## src/rtl/vga_pkg.sv

```systemverilog
// XGA 1024x768@60 timing constants and shared widths for the VGA source.
package vga_pkg;

  localparam int H_ACTIVE = 1024;
  localparam int H_FP     = 24;
  localparam int H_SYNC   = 136;
  localparam int H_BP     = 160;
  localparam int H_TOTAL  = H_ACTIVE + H_FP + H_SYNC + H_BP;
  localparam int H_SYNC_START = H_ACTIVE + H_FP;
  localparam int H_SYNC_END   = H_SYNC_START + H_SYNC;

  localparam int V_ACTIVE = 768;
  localparam int V_FP     = 3;
  localparam int V_SYNC   = 6;
  localparam int V_BP     = 29;
  localparam int V_TOTAL  = V_ACTIVE + V_FP + V_SYNC + V_BP;
  localparam int V_SYNC_START = V_ACTIVE + V_FP;
  localparam int V_SYNC_END   = V_SYNC_START + V_SYNC;

  localparam logic SYNC_POL = 1'b1;

  localparam int HCOUNT_W    = 12;
  localparam int FRAME_CNT_W = 8;

  localparam logic [11:0] RGB_BLACK = 12'h000;

  // A total must be reachable by a 12-bit counter and give at least two positions.
  function automatic bit fits_counter(input int total);
    return (total >= 2) && (total <= (1 << HCOUNT_W));
  endfunction

endpackage

```

## src/rtl/vga_if.sv

```systemverilog
// Pixel-stream bundle shared by the timing source and the draw chain.
interface vga_if;
  logic [11:0] hcount;
  logic [11:0] vcount;
  logic        hsync;
  logic        vsync;
  logic        hblnk;
  logic        vblnk;
  logic [11:0] rgb;

  modport out (output hcount, vcount, hsync, vsync, hblnk, vblnk, rgb);
  modport in  (input  hcount, vcount, hsync, vsync, hblnk, vblnk, rgb);
endinterface

```

## src/rtl/vga_axis_counter.sv

```systemverilog
// One axis (horizontal or vertical) of the raster: position counter plus
// registered blank/sync decoded from the position being written.
module vga_axis_counter
  import vga_pkg::*;
#(
  parameter int   TOTAL      = H_TOTAL,
  parameter int   ACTIVE     = H_ACTIVE,
  parameter int   SYNC_START = H_SYNC_START,
  parameter int   SYNC_END   = H_SYNC_END,
  parameter logic POL        = SYNC_POL
) (
  input  logic                clk,
  input  logic                rst,
  input  logic                ce,
  input  logic                wrap_in,
  output logic [HCOUNT_W-1:0] cnt,
  output logic                blnk,
  output logic                sync,
  output logic                wrap_out
);

  if (!fits_counter(TOTAL)) begin : g_total_check
    $error("vga_axis_counter: TOTAL=%0d does not fit a %0d-bit counter", TOTAL, HCOUNT_W);
  end

  // Decode limits kept one bit wider so an end value of 4096 stays exact.
  localparam logic [HCOUNT_W-1:0] LAST     = HCOUNT_W'(TOTAL - 1);
  localparam logic [HCOUNT_W:0]   ACT_LIM  = (HCOUNT_W+1)'(ACTIVE);
  localparam logic [HCOUNT_W:0]   SYNC_LO  = (HCOUNT_W+1)'(SYNC_START);
  localparam logic [HCOUNT_W:0]   SYNC_HI  = (HCOUNT_W+1)'(SYNC_END);

  logic                step;
  logic                at_last;
  logic [HCOUNT_W-1:0] cnt_next;
  logic [HCOUNT_W:0]   cnt_next_ext;

  // Next position: advance only when enabled and the faster axis wraps.
  always_comb begin
    step         = ce & wrap_in;
    at_last      = (cnt == LAST);
    wrap_out     = step & at_last;
    cnt_next     = cnt;
    if (step) begin
      cnt_next = at_last ? '0 : cnt + 1'b1;
    end
    cnt_next_ext = {1'b0, cnt_next};
  end

  // Position, blank and sync all register from the same next position.
  always_ff @(posedge clk) begin
    if (rst) begin
      cnt  <= '0;
      blnk <= 1'b0;
      sync <= ~POL;
    end else if (step) begin
      cnt  <= cnt_next;
      blnk <= (cnt_next_ext >= ACT_LIM);
      sync <= ((cnt_next_ext >= SYNC_LO) && (cnt_next_ext < SYNC_HI)) ? POL : ~POL;
    end
  end

endmodule

```

## src/rtl/vga_timing_gen.sv

```systemverilog
// Head of the draw chain: raster timing for vga_if plus frame pulse/counter.
module vga_timing_gen
  import vga_pkg::*;
#(
  parameter int   H_ACT    = H_ACTIVE,
  parameter int   H_FPORCH = H_FP,
  parameter int   H_SW     = H_SYNC,
  parameter int   H_BPORCH = H_BP,
  parameter int   V_ACT    = V_ACTIVE,
  parameter int   V_FPORCH = V_FP,
  parameter int   V_SW     = V_SYNC,
  parameter int   V_BPORCH = V_BP,
  parameter logic POL      = SYNC_POL
) (
  input  logic                   clk,
  input  logic                   rst,
  input  logic                   ce,
  vga_if.out                     vga_out,
  output logic                   frame_start,
  output logic [FRAME_CNT_W-1:0] frame_cnt
);

  localparam int HT = H_ACT + H_FPORCH + H_SW + H_BPORCH;
  localparam int VT = V_ACT + V_FPORCH + V_SW + V_BPORCH;

  logic [HCOUNT_W-1:0] h_cnt;
  logic [HCOUNT_W-1:0] v_cnt;
  logic                h_blnk, h_sync, h_wrap;
  logic                v_blnk, v_sync, v_wrap;

  vga_axis_counter #(
    .TOTAL      (HT),
    .ACTIVE     (H_ACT),
    .SYNC_START (H_ACT + H_FPORCH),
    .SYNC_END   (H_ACT + H_FPORCH + H_SW),
    .POL        (POL)
  ) u_h (
    .clk      (clk),
    .rst      (rst),
    .ce       (ce),
    .wrap_in  (1'b1),
    .cnt      (h_cnt),
    .blnk     (h_blnk),
    .sync     (h_sync),
    .wrap_out (h_wrap)
  );

  vga_axis_counter #(
    .TOTAL      (VT),
    .ACTIVE     (V_ACT),
    .SYNC_START (V_ACT + V_FPORCH),
    .SYNC_END   (V_ACT + V_FPORCH + V_SW),
    .POL        (POL)
  ) u_v (
    .clk      (clk),
    .rst      (rst),
    .ce       (ce),
    .wrap_in  (h_wrap),
    .cnt      (v_cnt),
    .blnk     (v_blnk),
    .sync     (v_sync),
    .wrap_out (v_wrap)
  );

  assign vga_out.hcount = h_cnt;
  assign vga_out.vcount = v_cnt;
  assign vga_out.hsync  = h_sync;
  assign vga_out.vsync  = v_sync;
  assign vga_out.hblnk  = h_blnk;
  assign vga_out.vblnk  = v_blnk;
  assign vga_out.rgb    = RGB_BLACK;

  // The vertical wrap fires only on the enabled edge leaving the last pixel,
  // so reset release and held cycles never produce a frame pulse.
  always_ff @(posedge clk) begin
    if (rst) begin
      frame_start <= 1'b0;
      frame_cnt   <= '0;
    end else begin
      frame_start <= v_wrap;
      if (v_wrap) begin
        frame_cnt <= frame_cnt + 1'b1;
      end
    end
  end

endmodule

```

## src/flat_wrapper.sv

```systemverilog
// flat-port wrapper written by rule: the top's interface ports become plain ports
module vga_timing_gen_flat import vga_pkg::*;
#(
  parameter int   H_ACT    = H_ACTIVE,
  parameter int   H_FPORCH = H_FP,
  parameter int   H_SW     = H_SYNC,
  parameter int   H_BPORCH = H_BP,
  parameter int   V_ACT    = V_ACTIVE,
  parameter int   V_FPORCH = V_FP,
  parameter int   V_SW     = V_SYNC,
  parameter int   V_BPORCH = V_BP,
  parameter logic POL      = SYNC_POL
)
  (clk, rst, ce, frame_start, frame_cnt, vga_out_hcount, vga_out_vcount, vga_out_hsync, vga_out_vsync, vga_out_hblnk, vga_out_vblnk, vga_out_rgb);
  vga_if vga_out_i ();
  input  logic clk;
  input  logic rst;
  input  logic ce;
  output logic frame_start;
  output logic [FRAME_CNT_W-1:0] frame_cnt;
  output wire logic [$bits(vga_out_i.hcount)-1:0] vga_out_hcount;
  output wire logic [$bits(vga_out_i.vcount)-1:0] vga_out_vcount;
  output wire logic [$bits(vga_out_i.hsync)-1:0] vga_out_hsync;
  output wire logic [$bits(vga_out_i.vsync)-1:0] vga_out_vsync;
  output wire logic [$bits(vga_out_i.hblnk)-1:0] vga_out_hblnk;
  output wire logic [$bits(vga_out_i.vblnk)-1:0] vga_out_vblnk;
  output wire logic [$bits(vga_out_i.rgb)-1:0] vga_out_rgb;
  assign vga_out_hcount = vga_out_i.hcount;
  assign vga_out_vcount = vga_out_i.vcount;
  assign vga_out_hsync = vga_out_i.hsync;
  assign vga_out_vsync = vga_out_i.vsync;
  assign vga_out_hblnk = vga_out_i.hblnk;
  assign vga_out_vblnk = vga_out_i.vblnk;
  assign vga_out_rgb = vga_out_i.rgb;
  vga_timing_gen #(.H_ACT(H_ACT), .H_FPORCH(H_FPORCH), .H_SW(H_SW), .H_BPORCH(H_BPORCH), .V_ACT(V_ACT), .V_FPORCH(V_FPORCH), .V_SW(V_SW), .V_BPORCH(V_BPORCH), .POL(POL)) u_core (.clk(clk), .rst(rst), .ce(ce), .vga_out(vga_out_i), .frame_start(frame_start), .frame_cnt(frame_cnt));
endmodule
```

## config.mk

```make
export PLATFORM = sky130hd
export DESIGN_NAME = vga_timing_gen_flat
export DESIGN_NICKNAME = d
export VERILOG_FILES = /design/src/rtl/vga_pkg.sv /design/src/rtl/vga_if.sv /design/src/rtl/vga_axis_counter.sv /design/src/rtl/vga_timing_gen.sv /design/src/flat_wrapper.sv
export SDC_FILE = /design/constraint.sdc
export NUM_CORES = 1
export LEC_CHECK = 0
export BUFFER_PORTS_ARGS = -buffer_cell sky130_fd_sc_hd__buf_2
export CORE_UTILIZATION = 44
export CTS_BUF_LIST = sky130_fd_sc_hd__clkbuf_16
export DETAILED_ROUTE_END_ITERATION = 10
export PLACE_DENSITY = 0.7
export SETUP_SLACK_MARGIN = 0.3
export SLEW_MARGIN = 20
export SYNTH_ARGS = -nofsm -noshare
export SYNTH_HDL_FRONTEND = slang
export SYNTH_SLANG_ARGS = --single-unit
export TNS_END_PERCENT = 1
```

## constraint.sdc

```tcl
create_clock -name clk -period 3.33 [get_ports clk]
set_input_delay 0.333 -clock clk [delete_from_list [all_inputs] [get_ports clk]]
set_output_delay 0.333 -clock clk [all_outputs]
set_load 0.05 [all_outputs]
```

==> flow_metrics.tcl, run 1 <==
set metrics [dict create \
    critical_path_class "reg2reg" \
    tns_ns 0 \
    drc_markers 0 \
    synth_top_cells_by_area "dfxtp_1, nor2_1, xnor2_1" \
    start_util_pct 46.5 \
    yosys.area_share.xor_xnor_pct 8.65 \
    finalCritPeriodShare_pct 82.7 \
    tightest_slew_ns 0.647 \
    die_h_um 73.1 \
    flow.area_growth_from_synthesis_pct 15.4 \
    timing.hold.worst.start "ce" \
    hold_path_depth 3 \
    timing.final.hold_violations 0 \
    worst_ir_drop_vdd_uv 351 \
    hold_class "in2reg" \
    worst_clock_skew_ns 0.00486 \
    fin_area_um2 2570 \
    ant_nets 0 \
    postCtsSetupBuffers 0 \
    dpl_worst_slack_ns 0.628 \
    floorplan.io_pins 52 \
    post_synth_inst_count 291 \
    yosys_warnings 0 \
    placed_cell_area_um2 2410 \
    globalRouteOverflowTotal 0 \
    core_ar_um2 4790 \
    timing.rr.start "u_core.u_h.cnt[6]" \
    synthDominantCellAreaShare_pct 33.3 \
    tritoncts "done" \
    yosys.cell_count.top_type "nor2_1" \
    synthesis.area_um2 2230 \
    final-max-slew-violation-count 0 \
    postCtsResizedCells 0 \
    ys_top_cells_by_count "nor2_1, dfxtp_1, nand2_1, a21oi_1, nand3_1" \
    rr_worst_depth 7 \
    fraction_of_final_layout_cells_with_drive_strength_greater_than_1_pct 17.4 \
    grt_pass1_vias 1798 \
    worstReg2RegEnd "u_core.u_h.sync" \
    cts.sinks 37 \
    routed_wl_mm 5.26 \
    achievable_frequency_mhz 363 \
    setup_viol 0 \
    synth_sequential_area_ratio_pct 33.3 \
    internal_power_mw 0.799 \
    synth_mux_area_share_pct 0.449 \
    hold_buffers 0 \
    fp.dieArea_um2 5350 \
    synth_adder_area_share_pct 2.25 \
    power_switching_mw 0.229 \
    gpl.final_weighted_congestion 0.857 \
    antenna_violations_before_repair 0 \
    drt_first_pass_iters 4 \
    synth_compound_area_share_pct 15.2 \
    synth_enable_flop_cells 0 \
    port-buffer-count 39 \
    start_kind "flop" \
    clock_latency_ns 0.28 \
    dp_hpwl_mm 3.69 \
    ys_types 53 \
    final.setup.worst_slack_ns 0.577 \
    power.share.switching_pct 22.3 \
    violation_count_after_the_first_detailed_route_iteration 190 \
    fp.dieW_um 73.1 \
    rsz0062_at_grt "no" \
    ff2ff_setup_slack_ns 0.58 \
    p_leak_nw 1.02 \
    holdPathEnd "u_core.u_h.cnt[1]" \
    combPwrFrac_pct 5.6 \
    fin_worst_hold_slack_ns 0.402 \
    synth-seq-cells 37 \
    seqPwrFrac_pct 43.6 \
    synthDominantAreaCellType "dfxtp_1" \
    final_util_pct 53.7 \
    ys_async_sr_fraction_pct 0 \
    clk_pin_slew_worst_paths_ns 0.06 \
    detailroute.via_count 2146 \
    htree_num_levels 2 \
    critPathArrivalTime_ns 2.92 \
    n_fill_cell 480 \
    cts_max_path_buffers 2 \
    drv_cap 0 \
    vias_per_inst 5.52 \
    grt_max_degree 32 \
    setup.worst_path.end_class "flop" \
    cp_data_required_time_ns 3.50 \
    groute.usage.overall_pct 20.9 \
    status "complete, no violations" \
    power.density_nw_per_um2 400 \
    synth_area_per_cell_um2 7.65 \
    rows 25 \
    total_inserted_antenna_cells 0 \
    critPathMaxFanout 12 \
    max_slew_margin_pct 56.6 \
    cts-buffers-inserted 5 \
    post-route-min-period_ns 2.75 \
    cts_root_buf "clkbuf_16" \
    grt_pass1_wl_mm 8.54 \
    dominant_combinational_cell_family_by_area_after_synthesis "simple AND/OR/NAND/NOR gates" \
    post_synth_and_or_nand_nor_area_fraction_pct 30.8 \
    power_frac_clock_pct 50.8 \
    post_drt_wl_per_cell_um 13.5 \
    dominantRegCellSynth "dfxtp_1" \
    fin_nets 329 \
]
-- metrics by stage --
stage,std cells,power (mW)
6_report,389,1.03
3_3_place_gp,382,0.516
4_1_cts,389,1.04
5_1_grt,389,1.07
3_5_place_dp,382,0.516
2_1_floorplan,302,0.519
-- power groups by stage --
| stage | logic, mW | registers [mW] | clock network, mW |
|---|---|---|---|
| final | 0.0578 | 0.448 | 0.522 |
| after global routing | 0.0612 | 0.448 | 0.557 |
| after CTS | 0.0580 | 0.448 | 0.536 |
| after detailed placement | 0.0581 | 0.458 | 0 |
| after global placement | 0.0581 | 0.457 | 0 |
| after floorplan | 0.0533 | 0.466 | 0 |
-- state kept, by name (all words and copies together), names as in the netlist --
name and flops:
u_core.u_v.sync 1, u_core.frame_start 1, u_core.u_v.cnt 12, u_core.u_v.blnk 1, u_core.frame_cnt 8, u_core.u_h.cnt 12
u_core.u_h.blnk 1, u_core.u_h.sync 1
-- critical path, cell delays in order (launching register included) --
cell	delay, ns
dfxtp_1	0.43
or4b_4	0.59
nor4_4	0.62
buf_4	0.28
a21oi_1	0.06
o32ai_1	0.26
o221ai_1	0.15
a41o_1	0.25
-- how the worst max path moves through the flow --
stage	start	end	slack, ns	cells past startpoint
CTS	u_core.u_h.cnt[6]	u_core.frame_cnt[5]	0.62	6
floorplan	u_core.u_h.cnt[8]	u_core.u_v.sync	0.53	7
detailed placement	u_core.u_h.cnt[6]	u_core.frame_cnt[7]	0.63	7
finish	u_core.u_h.cnt[6]	u_core.u_h.sync	0.58	7
global route	u_core.u_h.cnt[6]	u_core.frame_cnt[7]	0.39	7
global placement	u_core.u_h.cnt[6]	u_core.frame_cnt[7]	0.71	7
-- layout make-up --
cell class / instances / area [µm²] / area share [%]
Tap cell: 67 / 83.8 / 3.26
Clock inverter: 2 / 35.0 / 1.36
Sequential cell: 37 / 741 / 28.8
Clock buffer: 5 / 125 / 4.87
Timing Repair Buffer: 42 / 218 / 8.47
Inverter: 10 / 37.5 / 1.46
Multi-Input combinational cell: 226 / 1330 / 51.8
-- kinds of logic after synthesis --
logic type	count (synthesis)
adders and majority gates	4
AOI/OAI and AO/OA	53
other	1
DFF	37
and+or+nand+nor	134
xor gates and xnor gates	22
buffers and inverters	39
muxes	1
-- metal layers --
metal	global-route usage, %	up-vias	wire (µm)
met4	8.71	0	95
met3	5.52	6	312
li1	-	1064	-
met2	31.6	75	2470
met5	0	-	0
met1	28.1	1001	2380
-- layout by cell type (no fill, tap or decap), types with 2 or more instances in the layout --
master | synthesis | final
o22ai_1 | 2 | 2
conb_1 | 1 | 12
and4_1 | 3 | 3
ha_1 | 4 | 4
dfxtp_1 | 37 | 37
nand2_1 | 25 | 25
nand3b_1 | 2 | 2
or3_1 | 4 | 4
xor2_1 | 7 | 7
xnor2_1 | 15 | 15
nor2_1 | 41 | 41
a31oi_1 | 3 | 3
nor4_1 | 5 | 5
nand4_1 | 7 | 7
nand2b_1 | 5 | 5
nand3_1 | 16 | 16
o21a_1 | 4 | 4
a21oi_1 | 17 | 17
clkbuf_16 | 0 | 5
inv_1 | 10 | 10
buf_4 | 13 | 3
o21ai_0 | 11 | 11
a211oi_1 | 3 | 3
buf_2 | 2 | 39
and2_1 | 3 | 3
nor3_1 | 11 | 11
No activity file was read; power rests on OpenSTA's default activity.
==> run 2: changes to the inputs <==
--- a/config.mk
+++ b/config.mk
@@ -9,7 +9,7 @@
 export CORE_UTILIZATION = 44
 export CTS_BUF_LIST = sky130_fd_sc_hd__clkbuf_16
 export DETAILED_ROUTE_END_ITERATION = 10
-export PLACE_DENSITY = 0.7
+export PLACE_DENSITY = 0.73
 export SETUP_SLACK_MARGIN = 0.3
 export SLEW_MARGIN = 20
 export SYNTH_ARGS = -nofsm -noshare
==> constraint.sdc (replaced) <==
create_clock -name clk -period 2.5 [get_ports clk]
set_input_delay 0.25 -clock clk [delete_from_list [all_inputs] [get_ports clk]]
set_output_delay 0.25 -clock clk [all_outputs]
set_load 0.05 [all_outputs]
==> run 2 against run 1 <==
Compared with the run above:
- non-clock buffer count up 16
- routed wire length up 9.0%
- clock skew down 0.0014 ns
- worst hold slack worse by 0.085 ns
- sequential power up 33%
- clock power up 36%
- via count up 3.3%
- first-iteration DRC count up 6.3%
- sequential share of layout area down 1.1 points
- flip-flop and latch count unchanged
- register-to-register slack worse by 0.40 ns
==> flow_metrics.tcl, run 2 (same netlist as run 1, synthesis figures left out) <==
set metrics [dict create \
    violation_count_after_the_first_detailed_route_iteration 202 \
    timing.final.hold_violations 0 \
    critPathMaxFanout 9 \
    fin_nets 345 \
    port-buffer-count 39 \
    start_kind "flop" \
    rr_worst_depth 7 \
    status "complete, no violations" \
    internal_power_mw 1.07 \
    timing.hold.worst.start "ce" \
    achievable_frequency_mhz 430 \
    most_frequent_cells_in_the_layout "nor2_1, buf_2, nand2_1, dfxtp_1, buf_4" \
    seqPwrFrac_pct 42.9 \
    tns_ns 0 \
    critical-path-slowest-cell "or4b_4" \
    detailroute.via_count 2216 \
    antenna_violations_before_repair 0 \
    power_switching_mw 0.318 \
    fraction_of_final_layout_cells_with_drive_strength_greater_than_1_pct 27.1 \
    worst_path_largest_cell_delay_ns 0.55 \
    dp_hpwl_mm 3.99 \
    top_regs "u_core.u_h.cnt: 12 flops, u_core.u_v.cnt: 12 flops, u_core.frame_cnt: 8 flops" \
    critical_path_class "reg2reg" \
    drt_first_pass_iters 4 \
    final_common_cell "nor2_1" \
    power_frac_clock_pct 51.3 \
    cp_data_required_time_ns 2.69 \
    gpl.final_weighted_congestion 0.991 \
    fp.dieArea_um2 5350 \
    post_drt_wl_per_cell_um 14.1 \
    vias_per_inst 5.46 \
    final-max-slew-violation-count 0 \
    final_util_pct 58.0 \
    groute.usage.overall_pct 22.9 \
    total_inserted_antenna_cells 0 \
    ant_nets 0 \
    hold_path_depth 3 \
    grt_pass1_vias 2016 \
    routed_wl_mm 5.73 \
    timing.rr.start "u_core.u_h.cnt[11]" \
    globalRouteOverflowTotal 0 \
    start_util_pct 46.5 \
    setup_viol 0 \
    holdPathEnd "u_core.u_h.cnt[1]" \
    ff2ff_setup_slack_ns 0.17 \
    core_ar_um2 4790 \
    rows 25 \
    cts_root_buf "clkbuf_16" \
    finalCritPeriodShare_pct 93.1 \
    flow.area_growth_from_synthesis_pct 24.7 \
    cts_max_path_buffers 2 \
    drv_cap 0 \
    grt_max_degree 22 \
    die_h_um 73.1 \
    htree_num_levels 2 \
    fp.dieW_um 73.1 \
    critical_path.cell_chain "or4b_4 > or4_4 > buf_4 > nor4_2 > o21a_1 > a2111oi_2 > o31ai_2" \
    tritoncts "done" \
    power.density_nw_per_um2 499 \
    grt_pass1_wl_mm 9.51 \
    cts-buffers-inserted 5 \
    critPathArrivalTime_ns 2.52 \
    drc_markers 0 \
    hold_class "in2reg" \
    worst_clock_skew_ns 0.00345 \
    clock_latency_ns 0.28 \
    clk_pin_slew_worst_paths_ns 0.06 \
    power.share.switching_pct 23.0 \
    fin_worst_hold_slack_ns 0.317 \
    worst_ir_drop_vdd_uv 386 \
    rsz0062_at_grt "yes" \
    worstReg2RegEnd "u_core.u_v.sync" \
    floorplan.io_pins 52 \
    combPwrFrac_pct 5.8 \
    p_leak_nw 1.12 \
    cts.sinks 37 \
    setup.worst_path.end_class "flop" \
    post-route-min-period_ns 2.33 \
]
run 2: worst max-delay path by stage:
| stage | cells past startpoint | end | from | slack (ns) |
|---|---|---|---|---|
| after detailed placement | 7 | u_core.u_v.sync | u_core.u_h.cnt[0] | 0.06 |
| after global placement | 7 | u_core.u_v.sync | u_core.u_h.cnt[0] | 0.16 |
| final | 7 | u_core.u_v.sync | u_core.u_h.cnt[11] | 0.17 |
| after global routing | 9 | u_core.u_v.sync | u_core.u_h.cnt[0] | 0.06 |
| after floorplan | 7 | u_core.u_v.sync | u_core.u_h.cnt[8] | 0.09 |
| after CTS | 6 | u_core.u_v.sync | u_core.u_h.cnt[11] | 0.11 |
run 2: area by class of cell:
class,count,area (µm²)
clock buffers,5,125
clock inverters,3,41.3
fillers,443,2010
inverters,10,37.5
multi-input cells,226,1380
flip-flops and latches,37,769
well taps,67,83.8
repair buffers,58,342
run 2: metal layers:
metal | part of all wire (%) | wire length (µm) | track usage, % | up-vias
met5 | 0 | 0 | 0 | -
met4 | 1.5 | 85 | 7.63 | 0
met3 | 5.8 | 333 | 5.66 | 8
met2 | 47 | 2680 | 36.3 | 73
met1 | 46 | 2630 | 30.2 | 1040
li1 | - | - | - | 1095
run 2: repair_timing:
action | in CTS | in global routing
buffers inserted | 3 | 0
endpoints found under the setup margin | 6 | 18
gates resized for setup | 0 | 9
pin swaps | 4 | 3
hold buffers | 0 | 0
run 2: worst max-delay path: cells and delay by family (launching register included):
kind	cells	cell delay (ns)
buffers and inverters	1	0.20
AOI/OAI and AO/OA	3	0.47
and+or+nand+nor	3	1.22
DFF	1	0.34
run 2: power groups by stage:
stage          clock network [mW]  registers [mW]  logic (mW)
3_5_place_dp                    0           0.606      0.0785
3_3_place_gp                    0           0.606      0.0778
4_1_cts                     0.720           0.593      0.0785
2_1_floorplan                   0           0.617      0.0712
6_report                    0.711           0.594      0.0799
5_1_grt                     0.747           0.594      0.0840
run 2: metrics by stage:
step | cell area, µm² | setup WS (ns) | instances | total power [mW]
after global routing | 2780 | 0.0643 | 406 | 1.43
final | 2780 | 0.174 | 406 | 1.38
after global placement | 2540 | 0.164 | 395 | 0.684
after floorplan | 2310 | 0.0898 | 302 | 0.688
after detailed placement | 2540 | 0.0646 | 395 | 0.685
after CTS | 2730 | 0.114 | 406 | 1.39
==> run 3: changes to the inputs <==
--- a/config.mk
+++ b/config.mk
@@ -5,7 +5,7 @@
 export SDC_FILE = /design/constraint.sdc
 export NUM_CORES = 1
 export LEC_CHECK = 0
-export BUFFER_PORTS_ARGS = -buffer_cell sky130_fd_sc_hd__buf_2
+export BUFFER_PORTS_ARGS = -buffer_cell sky130_fd_sc_hd__buf_4
 export CORE_UTILIZATION = 44
 export CTS_BUF_LIST = sky130_fd_sc_hd__clkbuf_16
 export DETAILED_ROUTE_END_ITERATION = 10
==> run 3 against run 2 <==
Compared with the run above:
- clock skew up 0.00096 ns
- clock power up 0.8%
- via count down 1.1%
- flip-flop and latch count unchanged
- register-to-register slack better by 0.04 ns
- sequential power about the same
- design area up 3.3%
- non-clock buffer count down 2
- clock-buffer cell count unchanged
- fmax up 1.7%
- largest power group unchanged
==> flow_metrics.tcl, run 3 (same netlist as run 1, synthesis figures left out) <==
set metrics [dict create \
    detailroute.via_count 2191 \
    die_h_um 73.1 \
    cp_data_required_time_ns 2.70 \
    grt_pass1_vias 1848 \
    cts_max_path_buffers 2 \
    setup.worst_path.end_class "flop" \
    port-buffer-count 39 \
    timing.final.hold_violations 0 \
    tns_ns 0 \
    ant_nets 0 \
    grt_most_used_layer "met2" \
    clk_pin_slew_worst_paths_ns 0.06 \
    vias_per_inst 5.42 \
    dpl_worst_slack_ns 0.121 \
    fp.dieArea_um2 5350 \
    gpl.final_weighted_congestion 0.941 \
    routed_wl_mm 5.71 \
    cts-buffers-inserted 5 \
    critical_path_class "reg2reg" \
    setup_viol 0 \
    hold_buffers 0 \
    critPathMaxFanout 9 \
    fp.dieW_um 73.1 \
    drc_markers 0 \
    drt_first_pass_iters 5 \
    start_kind "flop" \
    hold_class "in2reg" \
    achievable_frequency_mhz 437 \
    global_route.usage.met2_pct 33.8 \
    cts.sinks 37 \
    final.setup.worst_slack_ns 0.213 \
    post_drt_wl_per_cell_um 14.1 \
    flow.area_growth_from_synthesis_pct 28.8 \
    met1_usage_pct 28.4 \
    antenna_violations_before_repair 0 \
    rsz0062_at_grt "yes" \
    clock_latency_ns 0.28 \
    status "complete, no violations" \
    fraction_of_final_layout_cells_with_drive_strength_greater_than_1_pct 26.1 \
    grt_pass1_wl_mm 8.80 \
    post-route-min-period_ns 2.29 \
    floorplan.io_pins 52 \
    most_frequent_cells_in_the_layout "buf_4, nor2_1, nand2_1, dfxtp_1, a21oi_1" \
    tritoncts "done" \
    fin_nets 343 \
    total_inserted_antenna_cells 0 \
    dp_hpwl_mm 3.84 \
    final-max-slew-violation-count 0 \
    groute.layer.met3.usage_pct 5.11 \
    groute.usage.overall_pct 21.4 \
    drv_cap 0 \
    start_util_pct 46.5 \
    htree_num_levels 2 \
    core_ar_um2 4790 \
    violation_count_after_the_first_detailed_route_iteration 155 \
    worst_ir_drop_vdd_uv 537 \
    globalRouteOverflowTotal 0 \
    rows 25 \
    top_regs "u_core.u_h.cnt: 12 flops, u_core.u_v.cnt: 12 flops, u_core.frame_cnt: 8 flops" \
    critPathArrivalTime_ns 2.49 \
    cts_root_buf "clkbuf_16" \
    final_common_cell "buf_4" \
    post-layout-total-power_mw 1.39 \
    worst_clock_skew_ns 0.00442 \
    fin_worst_hold_slack_ns 0.282 \
    power.density_nw_per_um2 485 \
    finalCritPeriodShare_pct 91.5 \
    p_leak_nw 1.11 \
    grt_max_degree 32 \
]
run 3: worst paths after layout:
kind	startpoint	end	slack [ns]	cells past startpoint
setup / recovery	u_core.u_h.cnt[7]	u_core.u_v.sync	0.21	7
hold / removal	ce	u_core.u_h.cnt[1]	0.28	3
hold reg to reg	u_core.u_v.sync	u_core.u_v.sync	0.50	2
setup reg to reg	u_core.u_h.cnt[7]	u_core.u_v.sync	0.21	7
run 3: cell type report:
class                           instances  area (µm²)
Clock buffer                            5         125
Clock inverter                          3        40.0
Fill cell                             423        1920
Inverter                               10        37.5
Multi-Input combinational cell        226        1380
Sequential cell                        37         769
Tap cell                               67        83.8
Timing Repair Buffer                   56         437
run 3: per-layer routing:
metal  up-vias  wire length (µm)
met5         -                 0
met4         0                83
met3        11               334
met2        77              2740
met1      1010              2550
li1       1093                 -
run 3: repair_timing:
action,in CTS,in global routing
buffers inserted,1,0
setup endpoints to repair,7,7
gates cloned,0,0
gates resized for setup,3,5
pin swaps,5,2
run 3: worst max-delay path, cell delays in order, from the launching register on:
cell and delay [ns]:
dfxtp_2 0.32, or4b_4 0.56, or4_4 0.45, buf_6 0.17, nor4_4 0.24, o21a_1 0.18, a2111oi_2 0.06, o31ai_2 0.24
run 3: power by group:
| group | leakage (nW) | switching [mW] | internal (mW) |
|---|---|---|---|
| clock network | 0.0818 | 0.249 | 0.467 |
| registers | 0.306 | 0.00509 | 0.589 |
| logic | 0.723 | 0.0682 | 0.0127 |
run 3: stage by stage:
step,instances,cell area [µm²],util (%)
final,404,2870,59.9
after global routing,404,2870,59.9
after CTS,404,2840,59.3
after detailed placement,395,2650,55.4
after global placement,395,2650,55.4
after floorplan,302,2310,-
